## src/rtl/mem_access_stage_pkg.sv

```systemverilog
// Shared Y86-64 encodings and memory-stage types for the memory access stage.
// Holds icode/stat encodings, the M pipeline register layout and access-decode helpers.
package mem_access_stage_pkg;

    typedef enum logic [3:0] {
        IHALT   = 4'h0,
        INOP    = 4'h1,
        IRRMOVQ = 4'h2,
        IIRMOVQ = 4'h3,
        IRMMOVQ = 4'h4,
        IMRMOVQ = 4'h5,
        IOPQ    = 4'h6,
        IJXX    = 4'h7,
        ICALL   = 4'h8,
        IRET    = 4'h9,
        IPUSHQ  = 4'hA,
        IPOPQ   = 4'hB
    } icode_e;

    typedef enum logic [2:0] {
        SAOK = 3'd1,
        SHLT = 3'd2,
        SADR = 3'd3,
        SINS = 3'd4
    } stat_e;

    typedef enum logic {
        MST_IDLE = 1'b0,
        MST_REQ  = 1'b1
    } mst_e;

    localparam logic [3:0] RNONE = 4'hF;

    typedef struct packed {
        logic [3:0]  icode;
        logic [2:0]  stat;
        logic        cnd;
        logic [63:0] val_e;
        logic [63:0] val_a;
        logic [3:0]  dst_e;
        logic [3:0]  dst_m;
    } m_reg_t;

    localparam m_reg_t M_BUBBLE = '{
        icode: INOP,
        stat:  SAOK,
        cnd:   1'b0,
        val_e: 64'd0,
        val_a: 64'd0,
        dst_e: RNONE,
        dst_m: RNONE
    };

    function automatic logic is_read_icode(input logic [3:0] icode);
        return (icode == IMRMOVQ) || (icode == IPOPQ) || (icode == IRET);
    endfunction

    function automatic logic is_write_icode(input logic [3:0] icode);
        return (icode == IRMMOVQ) || (icode == IPUSHQ) || (icode == ICALL);
    endfunction

    // Pops and returns read from the old stack pointer, which travels in valA.
    function automatic logic uses_val_a_addr(input logic [3:0] icode);
        return (icode == IPOPQ) || (icode == IRET);
    endfunction

endpackage

```

## src/rtl/mem_access_stage.sv

```systemverilog
// Y86-64 memory stage: M pipeline register plus a req/ack data-memory handshake
// with address legality check, access timeout and upstream stall indication.
module mem_access_stage
    import mem_access_stage_pkg::*;
#(
    parameter int MEM_BYTES = 8192,
    parameter int TIMEOUT   = 16
) (
    input  logic        clk_i,
    input  logic        rst_n_i,
    input  logic [3:0]  e_icode_i,
    input  logic [2:0]  e_stat_i,
    input  logic [63:0] e_valE_i,
    input  logic [63:0] e_valA_i,
    input  logic [3:0]  e_dstE_i,
    input  logic [3:0]  e_dstM_i,
    input  logic        e_Cnd_i,
    input  logic        M_stall_i,
    input  logic        M_bubble_i,
    output logic        dmem_req_o,
    output logic        dmem_we_o,
    output logic [63:0] dmem_addr_o,
    output logic [63:0] dmem_wdata_o,
    input  logic        dmem_ack_i,
    input  logic        dmem_err_i,
    input  logic [63:0] dmem_rdata_i,
    output logic [3:0]  M_icode_o,
    output logic        M_Cnd_o,
    output logic [63:0] M_valE_o,
    output logic [63:0] M_valA_o,
    output logic [3:0]  M_dstE_o,
    output logic [3:0]  M_dstM_o,
    output logic [63:0] m_valM_o,
    output logic [2:0]  m_stat_o,
    output logic        mem_busy_o
);

    localparam int              CNT_W     = (TIMEOUT > 1) ? $clog2(TIMEOUT) : 1;
    localparam logic [CNT_W-1:0] TMO_LAST = CNT_W'(TIMEOUT - 1);
    localparam logic [63:0]     ADDR_MAX  = 64'(MEM_BYTES - 8);

    mst_e             state_q, state_d;
    m_reg_t           m_q;
    logic [63:0]      val_m_q;
    logic             req_q;
    logic             we_q;
    logic [63:0]      addr_q;
    logic [63:0]      wdata_q;
    logic [CNT_W-1:0] tmo_cnt_q;

    logic             e_is_read;
    logic             e_is_write;
    logic             e_access;
    logic [63:0]      e_addr;
    logic             e_legal;
    logic [2:0]       e_stat_next;

    logic             load_en;
    logic             bubble_en;
    logic             start_req;
    logic             ack_done;
    logic             timed_out;

    assign e_is_read   = is_read_icode(e_icode_i);
    assign e_is_write  = is_write_icode(e_icode_i);
    assign e_access    = e_is_read || e_is_write;
    assign e_addr      = uses_val_a_addr(e_icode_i) ? e_valA_i : e_valE_i;
    assign e_legal     = (e_addr <= ADDR_MAX);

    // An upstream fault wins over a local address fault and suppresses the access.
    assign e_stat_next = (e_stat_i != SAOK)         ? e_stat_i :
                         (e_access && !e_legal)     ? SADR     : SAOK;

    // NOTE: every signal written here gets a default first so no latch is inferred.
    always_comb begin
        state_d   = state_q;
        load_en   = 1'b0;
        bubble_en = 1'b0;
        start_req = 1'b0;
        ack_done  = 1'b0;
        timed_out = 1'b0;
        unique case (state_q)
            MST_IDLE: begin
                bubble_en = !M_stall_i && M_bubble_i;
                load_en   = !M_stall_i && !M_bubble_i;
                if (load_en && e_access && e_legal && (e_stat_i == SAOK)) begin
                    start_req = 1'b1;
                    state_d   = MST_REQ;
                end
            end
            MST_REQ: begin
                if (dmem_ack_i) begin
                    ack_done = 1'b1;
                    state_d  = MST_IDLE;
                end else if (tmo_cnt_q == TMO_LAST) begin
                    timed_out = 1'b1;
                    state_d   = MST_IDLE;
                end
            end
            default: state_d = MST_IDLE;
        endcase
    end

    // NOTE: sequential state uses non-blocking assignments so all flops update together.
    always_ff @(posedge clk_i) begin
        if (!rst_n_i) begin
            state_q <= MST_IDLE;
        end else begin
            state_q <= state_d;
        end
    end

    always_ff @(posedge clk_i) begin
        if (!rst_n_i) begin
            m_q       <= M_BUBBLE;
            val_m_q   <= 64'd0;
            req_q     <= 1'b0;
            we_q      <= 1'b0;
            addr_q    <= 64'd0;
            wdata_q   <= 64'd0;
            tmo_cnt_q <= '0;
        end else begin
            if (bubble_en) begin
                m_q <= M_BUBBLE;
            end else if (load_en) begin
                m_q.icode <= e_icode_i;
                m_q.stat  <= e_stat_next;
                m_q.cnd   <= e_Cnd_i;
                m_q.val_e <= e_valE_i;
                m_q.val_a <= e_valA_i;
                m_q.dst_e <= e_dstE_i;
                m_q.dst_m <= e_dstM_i;
            end

            if (start_req) begin
                req_q     <= 1'b1;
                we_q      <= e_is_write;
                addr_q    <= e_addr;
                wdata_q   <= e_valA_i;
                tmo_cnt_q <= '0;
            end else if (ack_done) begin
                req_q <= 1'b0;
                if (!we_q) begin
                    val_m_q <= dmem_rdata_i;
                end
                if (dmem_err_i) begin
                    m_q.stat <= SADR;
                end
            end else if (timed_out) begin
                req_q    <= 1'b0;
                m_q.stat <= SADR;
            end else if (state_q == MST_REQ) begin
                tmo_cnt_q <= tmo_cnt_q + 1'b1;
            end
        end
    end

    assign dmem_req_o   = req_q;
    assign dmem_we_o    = we_q;
    assign dmem_addr_o  = addr_q;
    assign dmem_wdata_o = wdata_q;

    assign M_icode_o    = m_q.icode;
    assign M_Cnd_o      = m_q.cnd;
    assign M_valE_o     = m_q.val_e;
    assign M_valA_o     = m_q.val_a;
    assign M_dstE_o     = m_q.dst_e;
    assign M_dstM_o     = m_q.dst_m;

    assign m_valM_o     = val_m_q;
    assign m_stat_o     = m_q.stat;
    assign mem_busy_o   = (state_q == MST_REQ);

endmodule

```

## config.mk

```make
export PLATFORM = sky130hd
export DESIGN_NAME = mem_access_stage
export DESIGN_NICKNAME = d
export VERILOG_FILES = /design/src/rtl/mem_access_stage_pkg.sv /design/src/rtl/mem_access_stage.sv
export SDC_FILE = /design/constraint.sdc
export NUM_CORES = 1
export LEC_CHECK = 0
export CORE_AREA = 2 2 215 217
export CTS_CLUSTER_SIZE = 20
export DETAILED_ROUTE_END_ITERATION = 10
export DIE_AREA = 0 0 217 219
export GPL_TIMING_DRIVEN = 0
export PLACE_DENSITY = 0.6
export SETUP_SLACK_MARGIN = 0.3
export SLEW_MARGIN = 20
export SYNTH_ARGS = -nofsm -noshare
export SYNTH_HDL_FRONTEND = slang
export SYNTH_SLANG_ARGS = --single-unit
```

## constraint.sdc

```tcl
create_clock -name clk_i -period 3.85 [get_ports clk_i]
set_input_delay 0.5775 -clock clk_i [delete_from_list [all_inputs] [get_ports clk_i]]
set_output_delay 0.5775 -clock clk_i [all_outputs]
set_load 0.01 [all_outputs]
```

* Word-level counts from Yosys, hierarchy flattened
Cells that the tools add are included.
** Cells by class
- Add/sub/neg operators :: 1
- $lt $le $gt $ge :: 1
- Eq/ne operators :: 9
- Muxes and demuxes :: 24
- Bitwise operators :: 6
- Reduce and logical (&&, ||, !) cells :: 20
** Operators with widths (count)
- $mux 140 :: 2
- $le 64x13->1 const B :: 1
- $mux 64 :: 1
- $eq 4x4->1 const B :: 5
- $mux 3 :: 5
- $mux 1 :: 14
- $eq 4x3->1 const B :: 2
- $logic_and 1x1->1 :: 6
- $logic_or 1x1->1 :: 6
- $not 1->1 :: 6
- $reduce_and 3->1 :: 2
- $add 4x1->4 const B :: 1
- $reduce_or 2->1 :: 2
- $eq 3x1->1 const B :: 1
- $logic_not 1->1 :: 3
- $ne 3x1->1 const B :: 1
- $reduce_bool 3->1 :: 1
- $mux 2 :: 1
- $pmux 1 s2 :: 1
** Word-level totals
- Register bits :: 343
- Input port bits :: 214
- Output and inout bits :: 339
- Word-level logic and storage cells :: 75

* Depth between registers and ports, before layout
- Depth in word-level cells :: 13
- Mapped depth :: 9
- Mapped depth without buffers :: 6

* Worst setup path before layout
OpenSTA, ideal clock, no wires.
- Path kind :: input to register
- Start :: in e_valA_i[52]
- End :: reg addr_q[59] (netlist: dmem_addr_o[59])
- Setup time :: 0.115 ns
- Arrival :: 2.038 ns
- Data required time :: 3.735 ns
- Path slack :: 1.696 ns
- Stages :: 8
- Path buffers :: 2
- Path through :: nor4_1 -> nand4_1 -> nor3_1 -> o211ai_1 -> or2_1 -> buf_2 -> buf_2 -> and3_1
** Between the ends
- Cells in the longest elaborated chain, start to end :: 6
** RTL lines
- start, declared :: line mem_access_stage.sv:14 : input logic [63:0] e_valA_i,
- $mux 64 :: line mem_access_stage.sv:67 : assign e_addr = uses_val_a_addr(e_icode_i) ? e_valA_i : e_valE_i;
- $le 64x13->1 :: line mem_access_stage.sv:68 : assign e_legal = (e_addr <= ADDR_MAX);
- $logic_and 1x1->1 (2 in a row) :: line mem_access_stage.sv:86 : if (load_en && e_access && e_legal && (e_stat_i == SAOK)) begin
- $mux 1 :: line mem_access_stage.sv:86
- $mux 1 :: line mem_access_stage.sv:82 : unique case (state_q)
- end signal, assigned :: line mem_access_stage.sv:138 : addr_q <= e_addr;
- end, declared :: line mem_access_stage.sv:47 : logic [63:0] addr_q;
Every way passes these cells.
A chain may end at the register's enable or synchronous reset.

* Worst setup path after layout
- Start :: in e_valA_i[52]
- End :: reg wdata_q[35] (netlist: dmem_wdata_o[35])
** Between the ends
- Cells in the longest elaborated chain, start to end :: 6
** RTL lines
- $mux 64 :: line mem_access_stage.sv:67
- $le 64x13->1 :: line mem_access_stage.sv:68
- $logic_and 1x1->1 (2 in a row) :: line mem_access_stage.sv:86
- $mux 1 :: line mem_access_stage.sv:86
- $mux 1 :: line mem_access_stage.sv:82
- end signal, assigned :: line mem_access_stage.sv:139 : wdata_q <= e_valA_i;
- end, declared :: line mem_access_stage.sv:48 : logic [63:0] wdata_q;
Every way passes these cells.

==> flow_metrics.tcl <==
set metrics [dict create \
    wl_per_cell_um 20.2 \
    path_max_fanout 10 \
    synth_async_sr_flop_share_pct 0 \
    synth-xor-area-share_pct 0.213 \
    fin_worst_skew_ns 0.0153 \
    cts_sinks 343 \
    design_area_um2 20000 \
    syn_nets 1683 \
    final_cells 2688 \
    drt_iter0_drc 616 \
    place_ws_ns -0.482 \
    coreArea_um2 45100 \
    use_met3_pct 7.44 \
    synth_fa_ha_area_share_pct 0.102 \
    root_buffer "clkbuf_16" \
    rows 78 \
    post-route-util_pct 44.3 \
    synth_compound_area_share_pct 8.92 \
    cts_setup_buffers 0 \
    numPortBuffers 551 \
    yosys.area_share.simple_pct 23.8 \
    synth_top_area_share_pct 55.7 \
    postPlaceCellArea_um2 18600 \
    grt-ovfl-total 0 \
    synth_cells 1468 \
    htree_levels 2 \
    syn_area_um2 12300 \
    dp_hpwl_um 42300 \
    synth-seq-area-share_pct 55.7 \
    wl_um 54200 \
    period_needed_ns 3.20 \
    synthFlopType "dfxtp_1" \
    via_per_inst 4.60 \
    required_ns 4.31 \
    dieArea_um2 47500 \
    fmax_mhz 313 \
    total_power_mw 8.26 \
    synth_edf_count 0 \
    reg2reg_depth 9 \
    holdWs_ns 0.452 \
    setup_tns_ns 0 \
    synth_top_family_by_area "simple AND/OR/NAND/NOR gates" \
    ant_nets 0 \
    period_share_pct 83.0 \
    cts_tree "yes" \
    synth_common_cells "574 x nand2_1, 343 x dfxtp_1, 199 x a21oi_1" \
    vias 12400 \
    die_w_um 217 \
    layout.nets 2275 \
    setup_viol 0 \
    yosysMostFrequentCell "nand2_1" \
    ys_types 35 \
    cpPeakStageDelay_ns 0.49 \
    yosys_warnings 0 \
    power_frac_comb_pct 8.9 \
    outcome "completed" \
    switchingPower_mw 1.94 \
    use_met2_pct 38.2 \
    swShare_pct 23.5 \
    synth_area_leaders "dfxtp_1 56%, nand2_1 17%, a21oi_1 8.1%" \
    crit_path_cell_trace "clkdlybuf4s50_1 > nor4_1 > nand4_1 > nor3_2 > o211ai_1 > nor2_2 > buf_4 > buf_4 > mux2i_1" \
    track_usage_pct 22.0 \
    path_common_cell "buf_4" \
    drv_cap 0 \
    slew_viol_final 0 \
    clockBufferDepth 3 \
    critPathArrivalTime_ns 3.66 \
    clk_pin_slew_ns 0.06 \
    num_io_pins 553 \
    power_frac_clock_pct 47.1 \
    path_class "in2reg" \
    place_inst 2619 \
    max_slew_margin_pct 40.8 \
    clk_latency_ns 0.56 \
    grt_max_degree 14 \
    grt_use_met1_pct 25.4 \
    cp-start-kind "primary input" \
    intPower_mw 6.32 \
    drive_gt1_share_pct 4.65 \
    dieHeight_um 219 \
    ys_ff_latch 343 \
    rsz0062_at_grt "no" \
    drcViolationCount 0 \
    grt_pass1_vias 12300 \
    start_util_pct 27.3 \
    dr.pass1.iters 5 \
    gp_routability_congestion 0.911 \
    cts_buffers 39 \
    p_leak_nw 7.20 \
    grt_busiest_layer "met2" \
    tightest_slew_ns 0.888 \
    hold_path_class "reg2reg" \
    crit_slowest_cell "nor4_1" \
    powerDensity_nw_per_um2 414 \
    synth_mux_area_share_pct 7.68 \
    avgSynthCellArea_um2 8.40 \
    peakVddDrop_mv 0.292 \
    antenna_found_initial 0 \
    grt_pass1_wl_um 78400 \
    setup_ws_ns 0.654 \
    hold_violations 0 \
    whs_path_depth 2 \
    yosysTopAreaCell "dfxtp_1" \
    seqPwrFrac_pct 44.0 \
    crit_path_end_kind "register" \
    syn2layout_area_growth_pct 61.9 \
]
[power groups by stage]
stage	Clock [mW]	Combinational [mW]	Sequential, mW
detailed placement	0	0.737	3.71
finish	3.89	0.736	3.63
CTS	3.99	0.742	3.63
global placement	0	0.734	3.71
global route	4.14	0.791	3.64
floorplan	0	0.208	3.73
[flip-flops by register name, summed over array words and instances (netlist names)]
signal        cells
M_Cnd_o           1
M_dstE_o          4
M_dstM_o          4
M_icode_o         4
M_valA_o         64
M_valE_o         64
dmem_addr_o      64
dmem_req_o        1
dmem_wdata_o     64
dmem_we_o         1
m_stat_o          3
m_valM_o         64
mem_busy_o        1
tmo_cnt_q         4
[final timing paths]
check / start / endpoint / slack, ns
worst max-delay path: e_valA_i[52] / dmem_wdata_o[35] / 0.65
worst min-delay path: m_valM_o[0] / m_valM_o[0] / 0.45
worst max register to register: mem_busy_o / dmem_wdata_o[35] / 0.87
worst min register to register: m_valM_o[0] / m_valM_o[0] / 0.45
[critical path: cells and delay by family]
family,cells,cell delay (ns)
AOI/OAI and AO/OA,1,0.23
and+or+nand+nor,4,1.53
buffers and inverters,3,1.07
muxes,1,0.22
[cell families (layout without fill, tap and decap cells)]
family | after synthesis | count (layout)
buffers and inverters | 109 | 728
flip-flops | 343 | 343
multiplexers | 93 | 93
AO/OA/AOI/OAI | 215 | 215
AND/OR/NAND/NOR | 704 | 704
XOR/XNOR | 3 | 3
other | 0 | 1
adder cells (fa/ha/maj) | 1 | 1
[placed cells by master (no fill, tap or decap), drive strengths merged]
| cell | instances |
|---|---|
| clkdlybuf4s50 | 551 |
| xor2 | 3 |
| a32oi | 1 |
| o21ai | 7 |
| nor3 | 12 |
| clkbuf | 153 |
| diode | 1 |
| and3 | 52 |
| nand4 | 8 |
| inv | 2 |
| bufinv | 2 |
| a21oi | 199 |
| a221o | 1 |
| or3 | 2 |
| buf | 13 |
| ha | 1 |
| nor2 | 8 |
| clkinv | 7 |
| nand2 | 574 |
| a21boi | 4 |
| mux2i | 80 |
| nand3b | 1 |
| or2 | 3 |
| dfxtp | 343 |
| nor4bb | 1 |
| nor3b | 1 |
| a31oi | 2 |
| mux2 | 13 |
| o211ai | 1 |
| nand3 | 16 |
| nor4 | 26 |
[layout make-up]
cell class                      count  area, µm²
Fill cell                        4431      25100
Sequential cell                   343       6870
Timing Repair Buffer              551       5520
Multi-Input combinational cell   1016       5040
Clock buffer                       60       1250
Tap cell                          600        751
Buffer                            106        425
Clock inverter                      8       97.6
Inverter                            3       11.3
Antenna cell                        1       2.50
[per-layer routing]
layer	share of wire, %	vias to the layer above	wire length (µm)
met4	2.8	0	1520
met2	48	454	26300
met3	8.7	77	4740
li1	-	6024	-
met1	40	5804	21700
met5	0	-	0
[what timing repair did]
| action | 4_1_cts | 5_1_grt |
|---|---|---|
| gates resized for setup | 1 | 3 |
| endpoints found under the hold margin | 0 | 0 |
| hold buffers | 0 | 0 |
| setup endpoints to repair | 41 | 30 |
Power figures use the tool's default switching activity.
